File: config.mk
export PLATFORM = sky130hd
export DESIGN_NAME = uart_ctrl
export DESIGN_NICKNAME = d
export VERILOG_FILES = /design/src/rtl/uart_ctrl.sv
export SDC_FILE = /design/constraint.sdc
export NUM_CORES = 1
export LEC_CHECK = 0
export ABC_AREA = 1
export CAP_MARGIN = 5
export CORE_MARGIN = 5
export CORE_UTILIZATION = 45
export CTS_CLUSTER_DIAMETER = 100
export CTS_CLUSTER_SIZE = 40
export DETAILED_ROUTE_END_ITERATION = 10
export GPL_TIMING_DRIVEN = 1
export SLEW_MARGIN = 10
export SYNTH_ARGS = -nofsm -noshare
export SYNTH_HDL_FRONTEND = slang
export SYNTH_SLANG_ARGS = --single-unit
export TNS_END_PERCENT = 50
File: constraint.sdc
create_clock -name clk -period 3.8 [get_ports clk]
set_input_delay 0.57 -clock clk [delete_from_list [all_inputs] [get_ports clk]]
set_output_delay 0.57 -clock clk [all_outputs]
set_load 0.1 [all_outputs]
File: src/rtl/uart_ctrl.sv
// UART controller: baud tick generator, TX/RX engines and FIFOs. Define
// UART_CTRL_LOOPBACK_EN to add the `loopback` input (internal TX->RX path).
//   state    | meaning (shared by TX and RX engines)
//   S_IDLE   | line idle, waiting for start edge (RX) or FIFO data (TX)
//   S_START  | start bit
//   S_DATA   | data bits, LSB first
//   S_PARITY | parity bit (only when parity enabled)
//   S_STOP   | stop bit(s)

module uart_ctrl_fifo #(
   parameter int W     = 8,
   parameter int DEPTH = 16,
   parameter int LVL_W = 5
) (
   input  logic             clk,
   input  logic             rst,
   input  logic             wr_en,
   input  logic [W-1:0]     din,
   input  logic             rd_en,
   output logic [W-1:0]     dout,
   output logic             full,
   output logic             empty,
   output logic [LVL_W-1:0] level
);
   localparam int AW = $clog2(DEPTH);

   logic [W-1:0]     mem_q [DEPTH];
   logic [AW-1:0]    wptr_q, rptr_q;
   logic [LVL_W-1:0] cnt_q;
   logic             wr_ok, rd_ok;

   assign full  = (cnt_q == LVL_W'(DEPTH));
   assign empty = (cnt_q == '0);
   assign level = cnt_q;
   assign wr_ok = wr_en & ~full;
   assign rd_ok = rd_en & ~empty;
   assign dout  = empty ? '0 : mem_q[rptr_q];

   always_ff @(posedge clk) begin
      if (rst) begin
         wptr_q <= '0;
         rptr_q <= '0;
         cnt_q  <= '0;
      end else begin
         if (wr_ok) wptr_q <= wptr_q + 1'b1;
         if (rd_ok) rptr_q <= rptr_q + 1'b1;
         cnt_q <= cnt_q + LVL_W'(wr_ok) - LVL_W'(rd_ok);
      end
   end

   always_ff @(posedge clk) begin
      if (wr_ok) mem_q[wptr_q] <= din;
   end
endmodule

module uart_ctrl #(
   parameter int DATA_BITS  = 8,
   parameter int FIFO_DEPTH = 16,
   parameter int DIV_W      = 16,
   parameter int LVL_W      = $clog2(FIFO_DEPTH + 1)
) (
   input  logic                 clk,
   input  logic                 rst,
   input  logic [DIV_W-1:0]     baud_div,
   input  logic [1:0]           par_mode,
   input  logic                 stop2,
   input  logic                 rx,
`ifdef UART_CTRL_LOOPBACK_EN
   input  logic                 loopback,
`endif
   output logic                 tx,
   input  logic                 tx_wr_en,
   input  logic [DATA_BITS-1:0] tx_din,
   output logic                 tx_full,
   output logic [LVL_W-1:0]     tx_level,
   output logic                 tx_busy,
   input  logic                 rx_rd_en,
   output logic [DATA_BITS-1:0] rx_dout,
   output logic                 rx_empty,
   output logic [LVL_W-1:0]     rx_level,
   input  logic [LVL_W-1:0]     rx_thresh,
   output logic                 rx_irq,
   input  logic                 err_clr,
   output logic                 parity_err,
   output logic                 frame_err,
   output logic                 overrun_err
);
   typedef enum logic [2:0] {S_IDLE, S_START, S_DATA, S_PARITY, S_STOP} state_t;
   localparam logic [3:0] BIT_LAST = 4'(DATA_BITS - 1);

   logic [DIV_W-1:0] div_cnt_q;
   logic             tick;

   assign tick = (div_cnt_q == '0);

   always_ff @(posedge clk) begin
      if (rst || tick) div_cnt_q <= baud_div;
      else             div_cnt_q <= div_cnt_q - 1'b1;
   end

   logic tx_ser, rx_src, rx_s1_q, rx_s2_q, rx_prev_q;

`ifdef UART_CTRL_LOOPBACK_EN
   assign rx_src = loopback ? tx_ser : rx;
   assign tx     = loopback ? 1'b1 : tx_ser;
`else
   assign rx_src = rx;
   assign tx     = tx_ser;
`endif

   always_ff @(posedge clk) begin
      if (rst) begin
         rx_s1_q   <= 1'b1;
         rx_s2_q   <= 1'b1;
         rx_prev_q <= 1'b1;
      end else begin
         rx_s1_q   <= rx_src;
         rx_s2_q   <= rx_s1_q;
         rx_prev_q <= rx_s2_q;
      end
   end

   // ---------------- TX engine ----------------
   state_t                tx_state_q, tx_state_d;
   logic [4:0]            tx_tcnt_q, tx_tcnt_d;
   logic [3:0]            tx_bit_q, tx_bit_d;
   logic [DATA_BITS-1:0]  tx_sh_q, tx_sh_d, tx_fifo_dout;
   logic                  tx_par_en_q, tx_par_en_d, tx_par_bit_q, tx_par_bit_d;
   logic                  tx_stop2_q, tx_stop2_d;
   logic                  tx_empty, tx_pop, tx_bit_end;

   uart_ctrl_fifo #(.W(DATA_BITS), .DEPTH(FIFO_DEPTH), .LVL_W(LVL_W)) u_tx_fifo (
      .clk(clk), .rst(rst), .wr_en(tx_wr_en), .din(tx_din), .rd_en(tx_pop),
      .dout(tx_fifo_dout), .full(tx_full), .empty(tx_empty), .level(tx_level)
   );

   assign tx_bit_end = tick &&
      (tx_tcnt_q == ((tx_state_q == S_STOP && tx_stop2_q) ? 5'd31 : 5'd15));

   always_comb begin
      tx_state_d   = tx_state_q;
      tx_tcnt_d    = tx_tcnt_q;
      tx_bit_d     = tx_bit_q;
      tx_sh_d      = tx_sh_q;
      tx_par_en_d  = tx_par_en_q;
      tx_par_bit_d = tx_par_bit_q;
      tx_stop2_d   = tx_stop2_q;
      tx_pop       = 1'b0;
      if (tx_state_q != S_IDLE && tick)
         tx_tcnt_d = tx_bit_end ? 5'd0 : tx_tcnt_q + 5'd1;
      case (tx_state_q)
         S_IDLE:   tx_pop = ~tx_empty;
         S_START:  if (tx_bit_end) begin
                      tx_bit_d   = '0;
                      tx_state_d = S_DATA;
                   end
         S_DATA:   if (tx_bit_end) begin
                      tx_sh_d  = tx_sh_q >> 1;
                      tx_bit_d = tx_bit_q + 4'd1;
                      if (tx_bit_q == BIT_LAST) tx_state_d = tx_par_en_q ? S_PARITY : S_STOP;
                   end
         S_PARITY: if (tx_bit_end) tx_state_d = S_STOP;
         S_STOP:   if (tx_bit_end) begin
                      tx_state_d = S_IDLE;
                      tx_pop     = ~tx_empty;
                   end
         default:  tx_state_d = S_IDLE;
      endcase
      // Next frame starts straight out of the stop bit so queued bytes go back-to-back.
      if (tx_pop) begin
         tx_state_d   = S_START;
         tx_tcnt_d    = '0;
         tx_sh_d      = tx_fifo_dout;
         tx_par_en_d  = (par_mode == 2'b01) || (par_mode == 2'b10);
         tx_par_bit_d = (^tx_fifo_dout) ^ (par_mode == 2'b10);
         tx_stop2_d   = stop2;
      end
   end

   always_comb begin
      tx_ser = 1'b1;
      case (tx_state_q)
         S_START:  tx_ser = 1'b0;
         S_DATA:   tx_ser = tx_sh_q[0];
         S_PARITY: tx_ser = tx_par_bit_q;
         default:  tx_ser = 1'b1;
      endcase
   end

   assign tx_busy = (tx_state_q != S_IDLE);

   always_ff @(posedge clk) begin
      if (rst) begin
         tx_state_q   <= S_IDLE;
         tx_tcnt_q    <= '0;
         tx_bit_q     <= '0;
         tx_sh_q      <= '0;
         tx_par_en_q  <= 1'b0;
         tx_par_bit_q <= 1'b0;
         tx_stop2_q   <= 1'b0;
      end else begin
         tx_state_q   <= tx_state_d;
         tx_tcnt_q    <= tx_tcnt_d;
         tx_bit_q     <= tx_bit_d;
         tx_sh_q      <= tx_sh_d;
         tx_par_en_q  <= tx_par_en_d;
         tx_par_bit_q <= tx_par_bit_d;
         tx_stop2_q   <= tx_stop2_d;
      end
   end

   // ---------------- RX engine ----------------
   state_t               rx_state_q, rx_state_d;
   logic [3:0]           rx_tcnt_q, rx_tcnt_d, rx_bit_q, rx_bit_d;
   logic [DATA_BITS-1:0] rx_sh_q, rx_sh_d;
   logic                 rx_par_en_q, rx_par_en_d, rx_par_odd_q, rx_par_odd_d;
   logic                 rx_par_bit_q, rx_par_bit_d;
   logic                 rx_push, rx_full, set_perr, set_ferr, set_oerr;
   logic                 perr_q, ferr_q, oerr_q;

   uart_ctrl_fifo #(.W(DATA_BITS), .DEPTH(FIFO_DEPTH), .LVL_W(LVL_W)) u_rx_fifo (
      .clk(clk), .rst(rst), .wr_en(rx_push), .din(rx_sh_q), .rd_en(rx_rd_en),
      .dout(rx_dout), .full(rx_full), .empty(rx_empty), .level(rx_level)
   );

   always_comb begin
      rx_state_d   = rx_state_q;
      rx_tcnt_d    = rx_tcnt_q;
      rx_bit_d     = rx_bit_q;
      rx_sh_d      = rx_sh_q;
      rx_par_en_d  = rx_par_en_q;
      rx_par_odd_d = rx_par_odd_q;
      rx_par_bit_d = rx_par_bit_q;
      rx_push      = 1'b0;
      set_perr     = 1'b0;
      set_ferr     = 1'b0;
      set_oerr     = 1'b0;
      if (rx_state_q != S_IDLE && tick) rx_tcnt_d = rx_tcnt_q + 4'd1;
      case (rx_state_q)
         S_IDLE:   if (rx_prev_q && !rx_s2_q) begin
                      rx_state_d = S_START;
                      rx_tcnt_d  = '0;
                   end
         S_START:  if (tick && rx_tcnt_q == 4'd7) begin
                      rx_tcnt_d    = '0;
                      rx_bit_d     = '0;
                      rx_state_d   = rx_s2_q ? S_IDLE : S_DATA;
                      rx_par_en_d  = (par_mode == 2'b01) || (par_mode == 2'b10);
                      rx_par_odd_d = (par_mode == 2'b10);
                   end
         S_DATA:   if (tick && rx_tcnt_q == 4'd15) begin
                      rx_sh_d  = {rx_s2_q, rx_sh_q[DATA_BITS-1:1]};
                      rx_bit_d = rx_bit_q + 4'd1;
                      if (rx_bit_q == BIT_LAST) rx_state_d = rx_par_en_q ? S_PARITY : S_STOP;
                   end
         S_PARITY: if (tick && rx_tcnt_q == 4'd15) begin
                      rx_par_bit_d = rx_s2_q;
                      rx_state_d   = S_STOP;
                   end
         S_STOP:   if (tick && rx_tcnt_q == 4'd15) begin
                      rx_state_d = S_IDLE;
                      set_ferr   = ~rx_s2_q;
                      set_perr   = rx_par_en_q && (rx_par_bit_q != ((^rx_sh_q) ^ rx_par_odd_q));
                      if (!set_ferr && !set_perr) begin
                         set_oerr = rx_full;
                         rx_push  = ~rx_full;
                      end
                   end
         default:  rx_state_d = S_IDLE;
      endcase
   end

   always_ff @(posedge clk) begin
      if (rst) begin
         rx_state_q   <= S_IDLE;
         rx_tcnt_q    <= '0;
         rx_bit_q     <= '0;
         rx_sh_q      <= '0;
         rx_par_en_q  <= 1'b0;
         rx_par_odd_q <= 1'b0;
         rx_par_bit_q <= 1'b0;
         perr_q       <= 1'b0;
         ferr_q       <= 1'b0;
         oerr_q       <= 1'b0;
      end else begin
         rx_state_q   <= rx_state_d;
         rx_tcnt_q    <= rx_tcnt_d;
         rx_bit_q     <= rx_bit_d;
         rx_sh_q      <= rx_sh_d;
         rx_par_en_q  <= rx_par_en_d;
         rx_par_odd_q <= rx_par_odd_d;
         rx_par_bit_q <= rx_par_bit_d;
         perr_q       <= set_perr | (perr_q & ~err_clr);
         ferr_q       <= set_ferr | (ferr_q & ~err_clr);
         oerr_q       <= set_oerr | (oerr_q & ~err_clr);
      end
   end

   assign parity_err  = perr_q;
   assign frame_err   = ferr_q;
   assign overrun_err = oerr_q;
   assign rx_irq      = (rx_thresh != '0) && (rx_level >= rx_thresh);
endmodule

-- Yosys cells after proc, flatten, opt, wreduce, memory -nomap -nowiden
Memories as Yosys holds them, arrays and structs flattened. A register that Yosys moved wholly into a read port is not among the register bits.
Index checks and enable logic that the tools add are counted.
- bits in registers: 93
- bits in latches: 0
- bits in writable memories: 256
- ROM bits: 0
- bits of input ports: 38
- output and inout bits: 26
- word-level logic and storage cells: 192
- memories: 2
- add/sub/neg operators: 13
- multipliers: 0
- div/mod/pow operators: 0
- $lt $le $gt $ge: 1
- equality and inequality tests: 35
- shift-type cells: 0
- mux-type cells: 56
- bitwise operators: 19
- reductions and logical operators: 38
- memories (name ; depth ; width ; rd ports ; clocked after Yosys merged registers in ; write ports ; line ; source):
    u_rx_fifo.mem_q ; 16 ; 8 ; 1 ; 1 ; 1 ; 27 ; logic [W-1:0] mem_q [DEPTH];
    u_tx_fifo.mem_q ; 16 ; 8 ; 1 ; 1 ; 1 ; 27 ;
- operator list (operator ; count):
    $mux 4 ; 11
    $mux 8 ; 5
    $mux 3 ; 13
    $pmux 3 s5 ; 2
    $add 4x1->4 const B ; 7
    $pmux 4 s2 ; 3
    $ne 2x2->1 const B ; 11
    $reduce_and 6->1 ; 3
    $logic_not 16->1 ; 1
    $mux 1 ; 16
    $mux 16 ; 1
    $reduce_xor 8->1 ; 2
    $sub 16x1->16 const B ; 1
    $ne 3x2->1 const B ; 5
    $eq 3x2->1 const B ; 4
    $eq 4x3->1 const B ; 3
    $add 5x1->5 ; 2
    $eq 5x5->1 const B ; 2
    $logic_and 1x1->1 ; 10
    $logic_not 5->1 ; 2
    $mux 5 ; 2
    $sub 5x1->5 ; 2
    $reduce_and 2->1 ; 4
    $reduce_bool 2->1 ; 4
    24 further kinds ; 46

-- Depth between registers and ports, before layout
Gate-level depths: netlist (run 1).
- word-level depth: 12
- mapped depth: 21
- mapped depth without buffers: 21

-- Cells and area by module
A second synthesis (run 1) with hierarchy kept.
- cell total of the unflattened synthesis: 1604
- area total of the unflattened synthesis: 15882.7 µm²
- modules (own cells, without submodules) (module ; times used ; cells an instance ; area each (µm²) ; seq. area each (µm²)):
    uart_ctrl_fifo ; 2 ; 538 ; 6064.6 ; 4184.0
    uart_ctrl ; 1 ; 528 ; 3753.6 ; 1341.3

-- Worst setup path before layout (run 1)
No wires, ideal clock.
- kind: flip-flop to flip-flop
- from: register u_tx_fifo.cnt_q[4], in the netlist u_tx_fifo.level[4]
- to: register u_tx_fifo.cnt_q[4], in the netlist u_tx_fifo.level[4]
- setup time: 71 ps
- arrival: 5371 ps
- data required time: 3729 ps
- path slack: -1642 ps
- stages on the path, launching flop included: 13
- buffers on the path: 0
- clock period less this slack: 5442 ps
- cells stage by stage: dfxtp_1 > inv_1 > nor4_1 > inv_1 > nand2_1 > inv_1 > ha_1 > inv_1 > fa_1 > nor3_1 > a211oi_1 > o21ai_0 > a21oi_1
- elaborated cells between the ends (all ways): 10
- those cells by class: add/sub: 2; eq/ne: 1; mux: 2; bitwise: 4; reduce/logical: 1
- RTL lines (item ; line ; source):
    start, declared ; 29 ; logic [LVL_W-1:0] cnt_q;
    start signal, assigned ; 47 ; cnt_q <= cnt_q + LVL_W'(wr_ok) - LVL_W'(rd_ok);
    $eq 5x5->1 ; 32 ; assign full = (cnt_q == LVL_W'(DEPTH));
    via tx_full ; 74 ; output logic tx_full,
    $not 1->1 ; 35 ; assign wr_ok = wr_en & ~full;
    $and 1x1->1 ; 35 ;
    via u_tx_fifo.wr_ok ; 30 ; logic wr_ok, rd_ok;
    $add 5x1->5 ; 47 ;
    $sub 5x1->5 ; 47 ;
The timed path passes the listed nets, and every way through them passes these cells.
A chain may end at the register's enable or synchronous reset.

==> run metrics, run 1 <==
outcome finished clean; Die W 197.8 µm; routed vias/inst about 5.2; Seq/Total Area, Yosys 61.21%; final setup TNS 0 ns; Post-synth ARST share 0%; initial antenna violation count 0; Max-Cap Viols 0; initial DRC count approximately 860; non-filler instance count after layout between 2,000 and 2,500; YS warnings 0; gr usage total between 10% and 20%; post-route cell area between 15,000 and 20,000 µm²; Mapped Avg Cell Area around 9.6 µm²; HPWL Detailed 24,270 µm; R2R cell count 21; ys flop type edfxtp_1; CP Class register to output port; CP max FO 64; Rows between 60 and 70; vias after detailed routing 11,180; area post-placement ~17,000 µm²; Die Area between 30,000 and 40,000 µm²; max_slew headroom 28.73%; Core ar. ~35,000 µm²; PD cells around 640 nW/µm²; Post-Route WL roughly 36,000 µm; clk slew on worst S/H paths 0.14 ns; Final min period approximately 3.3 ns; DRC 0; CTS root buffer clkbuf_16; first-pass GRT wire length between 50,000 and 60,000 µm; Unique masters post-synth 48; CP Cell Sequence buf_4, o21ai_0, o22ai_1, nor2_1, nor2_1, o21ai_0, a21oi_1, buf_12; syn_nets ~1,700; min-delay worst type register to register; EDFF count, synth approximately 260; htree depth 1; port buffer count 63; worst setup margin between 0.5 and 0.6 ns; CP max-delay cell buf_4; RSZ-0062 raised after global routing no; total iterations of the first detailed-routing run 5; max incr delay on CP about 0.5 ns; final hold slack roughly 0.43 ns; min-delay src rx_s1_q$_SDFF_PP1_; wire length per cell roughly 17 µm; Starting Density around 46%; worst skew pair latency 0.53 ns; Final setup viols 0; Slew Viols, Final 0; placed insts between 2,000 and 2,500; Overflow after GRT 0; startpoint types register; final core occ between 50 and 60%; Fmax between 300 and 400 MHz; hold endpoint rx_s2_q$_SDFF_PP1_; leakage around 6.7 nW; RePlAce Congestion about 0.82; Syn Std Cell Area 15,860 µm²; cts hold-fix bufs 0; total CTS buffers 14; Peak VDD IR approximately 0.00086 V; Clock Tree Buf Depth 3; # IOs 64; Nets ~1,800; CTS tree done; Tot Pwr around 11 mW; synthesis-to-finish area growth 10.77%; post-CTS setup buffer count 0; Sink Count approximately 360; final antenna-violating net count 0; final hold viol count 0; CP required 3.23 ns; fin crit share between 80% and 90%; Synth Register Bits 357; Setup Slack @ Placement 0.6052 ns; ANT cells 0; Crit. End Element output port; RR Endpoint u_rx_fifo.level[4]$_SDFF_PP0_; Die Height ~200 µm; hold-critical path depth 1; layout cells sized above 1 around 5.5%; Synth Instances approximately 1,600; CP arrival 2.71 ns; leading cell type in the layout, fill and taps excluded nand2_1; vias in the first global route approximately 11,000; most frequent cells in the layout nand2_1 (337), edfxtp_1 (256), nor2_1 (211); Worst Max-Slew Pin Slew 1.066 ns; largest net degree at the start of global routing between 60 and 70; Clock Skew about 0.023 ns; Reg2Reg Setup Slack about 0.58 ns; RR Startpoint div_cnt_q[0]$_DFF_P_
==> logic make-up after synthesis <==
group                    Yosys count  synth area share [%]
AND/OR/NAND/NOR                  717                 19.00
flip-flops                       357                 61.21
buffers and inverters            265                 6.547
AO/OA/AOI/OAI                    241                 8.748
adder cells (fa/ha/maj)           34                 2.776
XOR/XNOR                          30                 1.656
multiplexers                       1               0.06310
==> layer usage <==
metal	up-vias	global-route usage [%]	wire [µm]
li1	5581	-	-
met1	5292	24.92	16190
met2	247	31.02	17570
met3	59	1.736	1455
met4	0	4.387	928
met5	-	0	0
==> synthesized netlist by cell type, types with 2 or more instances <==
cell,count,area (µm²)
a211oi_1,8,60.06
a21oi_1,49,245.2
a22oi_1,2,15.01
a31oi_1,7,43.79
and3_1,2,12.51
buf_1,4,15.01
buf_2,17,85.08
buf_4,4,30.03
clkbuf_1,34,127.6
clkinv_1,2,7.510
dfxtp_1,101,2022
edfxtp_1,256,7687
fa_1,2,40.04
ha_1,32,400.4
inv_1,199,747.0
inv_2,4,15.01
nand2_1,337,1265
nand2_2,6,37.54
nand3_1,118,590.6
nand3_2,3,30.03
nand3b_1,3,22.52
nand4_1,8,50.05
nor2_1,212,795.8
nor2_2,2,12.51
nor2_4,4,45.04
nor3_1,9,45.04
nor4_1,5,31.28
o21ai_0,118,590.6
o21ai_1,5,25.02
o221ai_1,26,227.7
o22ai_1,16,100.1
o31ai_1,2,15.01
or2_2,5,31.28
xnor2_1,13,113.9
xor2_1,17,148.9
==> what timing repair did <==
action | CTS | global route
hold endpoints to repair | 0 | 0
gates resized for setup | 0 | 1
setup endpoints to repair | 0 | 6
==> worst max-delay path by stage <==
| stage | start | end | slack (ns) | depth (start not counted) |
|---|---|---|---|---|
| after CTS | register | rx_dout[4] | 0.19 | 7 |
| final | register | rx_dout[1] | 0.52 | 8 |
| after detailed placement | div_cnt_q[0]$_DFF_P_ | u_rx_fifo.level[4]$_SDFF_PP0_ | 0.61 | 21 |
| after global placement | div_cnt_q[0]$_DFF_P_ | u_rx_fifo.level[4]$_SDFF_PP0_ | 0.65 | 21 |
| after floorplan | u_rx_fifo.level[2]$_SDFF_PP0_ | rx_dout[0] | -0.1 | 5 |
| after global routing | div_cnt_q[0]$_DFF_P_ | u_tx_fifo.level[4]$_SDFF_PP0_ | 0.23 | 20 |
==> sequential cells by signal, summed over array words and instances, names as in the netlist, 3 cells and up, named ones only <==
register / cells
u_rx_fifo.level: 5
u_tx_fifo.wptr_q: 4
u_tx_fifo.level: 5
rx_tcnt_q: 4
u_tx_fifo.rptr_q: 4
u_tx_fifo.mem_q: 128
rx_state_q: 3
rx_sh_q: 8
rx_bit_q: 4
u_rx_fifo.rptr_q: 4
tx_state_q: 3
tx_bit_q: 4
tx_sh_q: 8
u_rx_fifo.mem_q: 128
div_cnt_q: 16
tx_tcnt_q: 5
u_rx_fifo.wptr_q: 4
==> final cells by class <==
class	count	area, µm²
Sequential cell	357	9712
Timing Repair Buffer	89	895.9
Multi-Input combinational cell	1023	5132
Tap cell	455	569.3
Clock buffer	17	382.9
Inverter	205	773.2
Clock inverter	7	105.1
Fill cell	3133	17140
==> critical path: cells and delay by family (launching register included) <==
kind / cells / cell delay (ns)
compound gates: 4 / 0.87
simple gates: 2 / 0.18
buf+inv: 2 / 0.71
flops: 1 / 0.38
==> power by group <==
group	leakage, nW	switching, mW	internal (mW)
clock	0.237	1.26	0.793
sequential	2.90	0.170	4.36
combinational	3.51	3.31	1.38
Note: power is estimated with default switching activity, not from simulation.
==> run 2, diff against run 1 <==
--- a/config.mk
+++ b/config.mk
@@ -9,10 +9,12 @@
 export CAP_MARGIN = 5
 export CORE_MARGIN = 5
 export CORE_UTILIZATION = 45
+export CTS_BUF_LIST = sky130_fd_sc_hd__clkbuf_2 sky130_fd_sc_hd__clkbuf_4 sky130_fd_sc_hd__clkbuf_8
 export CTS_CLUSTER_DIAMETER = 100
 export CTS_CLUSTER_SIZE = 40
 export DETAILED_ROUTE_END_ITERATION = 10
 export GPL_TIMING_DRIVEN = 1
+export SKIP_LAST_GASP = 1
 export SLEW_MARGIN = 10
 export SYNTH_ARGS = -nofsm -noshare
 export SYNTH_HDL_FRONTEND = slang
==> run 2 against run 1 <==
  * Fmax down 2.9%
  * Clock skew increased by 0.016 ns
  * Global-route usage increased by 0.061 points
  * Power is 3.3% lower
  * Sequential power hardly changed
  * Via count increased by 0.20%
  * Register-to-register slack about the same
  * Die area stayed put
  * Final cell count is the same
  * Clock power down 18%
  * Combinational power about the same
  * Hold slack better by 0.014 ns
  * Largest cell class unchanged
==> run metrics, run 2 (synthesis gave the netlist of run 1 again) <==
outcome finished clean; Reg2Reg Setup Slack approximately 0.58 ns; PD cells approximately 630 nW/µm²; fin crit share ~90%; startpoint types register; CP Class register to output port; port buffer count 63; Final setup viols 0; CTS tree done; most frequent cells in the layout nand2_1 (337), edfxtp_1 (256), nor2_1 (211); min-delay worst type register to register; Die W 197.8 µm; htree depth 1; total iterations of the first detailed-routing run 5; leading cell type in the layout, fill and taps excluded nand2_1; post-CTS setup buffer count 0; routed vias/inst about 5.2; DRC 0; CTS root buffer clkbuf_8; initial DRC count ~900; # IOs 64; RePlAce Congestion roughly 0.82; final core occ 50.15%; gr usage total a little under a fifth; initial antenna violation count 0; vias after detailed routing 11,200; total CTS buffers 14; Post-Route WL around 36,000 µm; Nets approximately 1,800; Slew Viols, Final 0; CP max FO 64; Clock Skew 0.03850 ns; RSZ-0062 raised after global routing no; area post-placement approximately 17,000 µm²; CP arrival roughly 2.8 ns; Final min period 3.374 ns; Rows 68; wire length per cell 16.83 µm; Core ar. 34,710 µm²; CP max-delay cell buf_4; final hold slack 0.4402 ns; final antenna-violating net count 0; worst skew pair latency approximately 0.60 ns; leakage about 6.6 nW; Worst Max-Slew Pin Slew 1.048 ns; largest net degree at the start of global routing 68; Overflow after GRT 0; max_slew headroom 29.93%; CP required 3.23 ns; first-pass GRT wire length 57,240 µm; layout cells sized above 1 under 10%; Fmax around 300 MHz; CP Cell Sequence buf_4, o21ai_0, o22ai_1, nor2_1, nor2_1, o21ai_0, a21oi_1, buf_12; ANT cells 0; cell count along the critical path 8; HPWL Detailed around 24,000 µm; RR Startpoint div_cnt_q[0]$_DFF_P_; Crit. End Element output port; RR Endpoint u_rx_fifo.level[4]$_SDFF_PP0_; Setup crit end rx_dout[1]; Die Area just under 40,000 µm²; Peak VDD IR 0.0008777 V; Sink Count 357; synthesis-to-finish area growth 9.749%; post-route cell area about 17,000 µm²; Die Height 197.8 µm; biggest regs u_rx_fifo.mem_q: 128 flops, u_tx_fifo.mem_q: 128 flops, div_cnt_q: 16 flops; vias in the first global route ~11,000; final hold viol count 0; clk slew on worst S/H paths roughly 0.22 ns; largest delay contributor family on the critical path compound AO/OA/AOI/OAI gates; Critical path buffers and inverters 2; Starting Density a little under half; R2R cell count 21; Max-Cap Viols 0; max incr delay on CP about 0.50 ns; Clock Tree Buf Depth 3
run 2: cell counts in the layout (fill, tap and decap cells not counted):
No cell type changed its count.
run 2: where the power goes:
part           switching (mW)  internal, mW  total, mW
clock network            1.23         0.451       1.69
logic                    3.31          1.38       4.69
registers               0.170          4.36       4.53
run 2: through the flow:
step | cells | setup TNS, ns | worst slack, ns | power (mW)
finish | 2153 | 0 | 0.4261 | 10.91
CTS | 2153 | 0 | 0.07217 | 10.98
global route | 2153 | 0 | 0.1666 | 11.62
floorplan | 1645 | -0.8220 | -0.09518 | 8.036
detailed placement | 2129 | 0 | 0.6052 | 9.317
global placement | 2129 | 0 | 0.6485 | 9.254
run 2: routing by layer:
metal / global-route usage [%] / wire length, µm
met1: 25.06 / 16260
met2: 30.97 / 17570
met3: 1.889 / 1647
met4: 4.387 / 750
met5: 0 / 0
run 2: worst reg2reg max path: stages, from the launching register on:
cell and delay [ns]:
dfxtp_1 0.35, inv_1 0.08, ha_1 0.18, nand2_2 0.08, nor2_4 0.11, nand2_2 0.08
nor2_4 0.11, nand2_2 0.09, nor2_4 0.13, nand3_4 0.10, nor3_4 0.15, nand3_2 0.13
nor2_2 0.14, nand2_2 0.09, nor2_4 0.17, ha_1 0.20, inv_1 0.05, fa_1 0.39
nor3_1 0.19, a211oi_1 0.08, o21ai_0 0.15, a21oi_1 0.05
run 2: area by class of cell:
type / count / area, µm²
timing repair buffer: 89 / 895.9
multi-input combinational: 1023 / 5132
sequential: 357 / 9712
clock inverter: 7 / 105.1
clock buffer: 17 / 221.5
inverter: 205 / 773.2
fill: 3150 / 17300
tap: 455 / 569.3
run 2: worst min path at each step:
stage	startpoint	to	slack [ns]	cells past startpoint
after floorplan	rx_s1_q$_SDFF_PP1_	rx_s2_q$_SDFF_PP1_	0.39	1
after global placement	rx_s1_q$_SDFF_PP1_	rx_s2_q$_SDFF_PP1_	0.39	1
after detailed placement	rx_s1_q$_SDFF_PP1_	rx_s2_q$_SDFF_PP1_	0.40	1
after CTS	rx_s1_q$_SDFF_PP1_	rx_s2_q$_SDFF_PP1_	0.44	1
after global routing	rx_s1_q$_SDFF_PP1_	rx_s2_q$_SDFF_PP1_	0.47	1
final	rx_s1_q$_SDFF_PP1_	rx_s2_q$_SDFF_PP1_	0.44	1
run 2: timing repair:
action | CTS | global route
hold buffers | 0 | 0
endpoints found under the setup margin | 0 | 8
resized for setup | 0 | 1
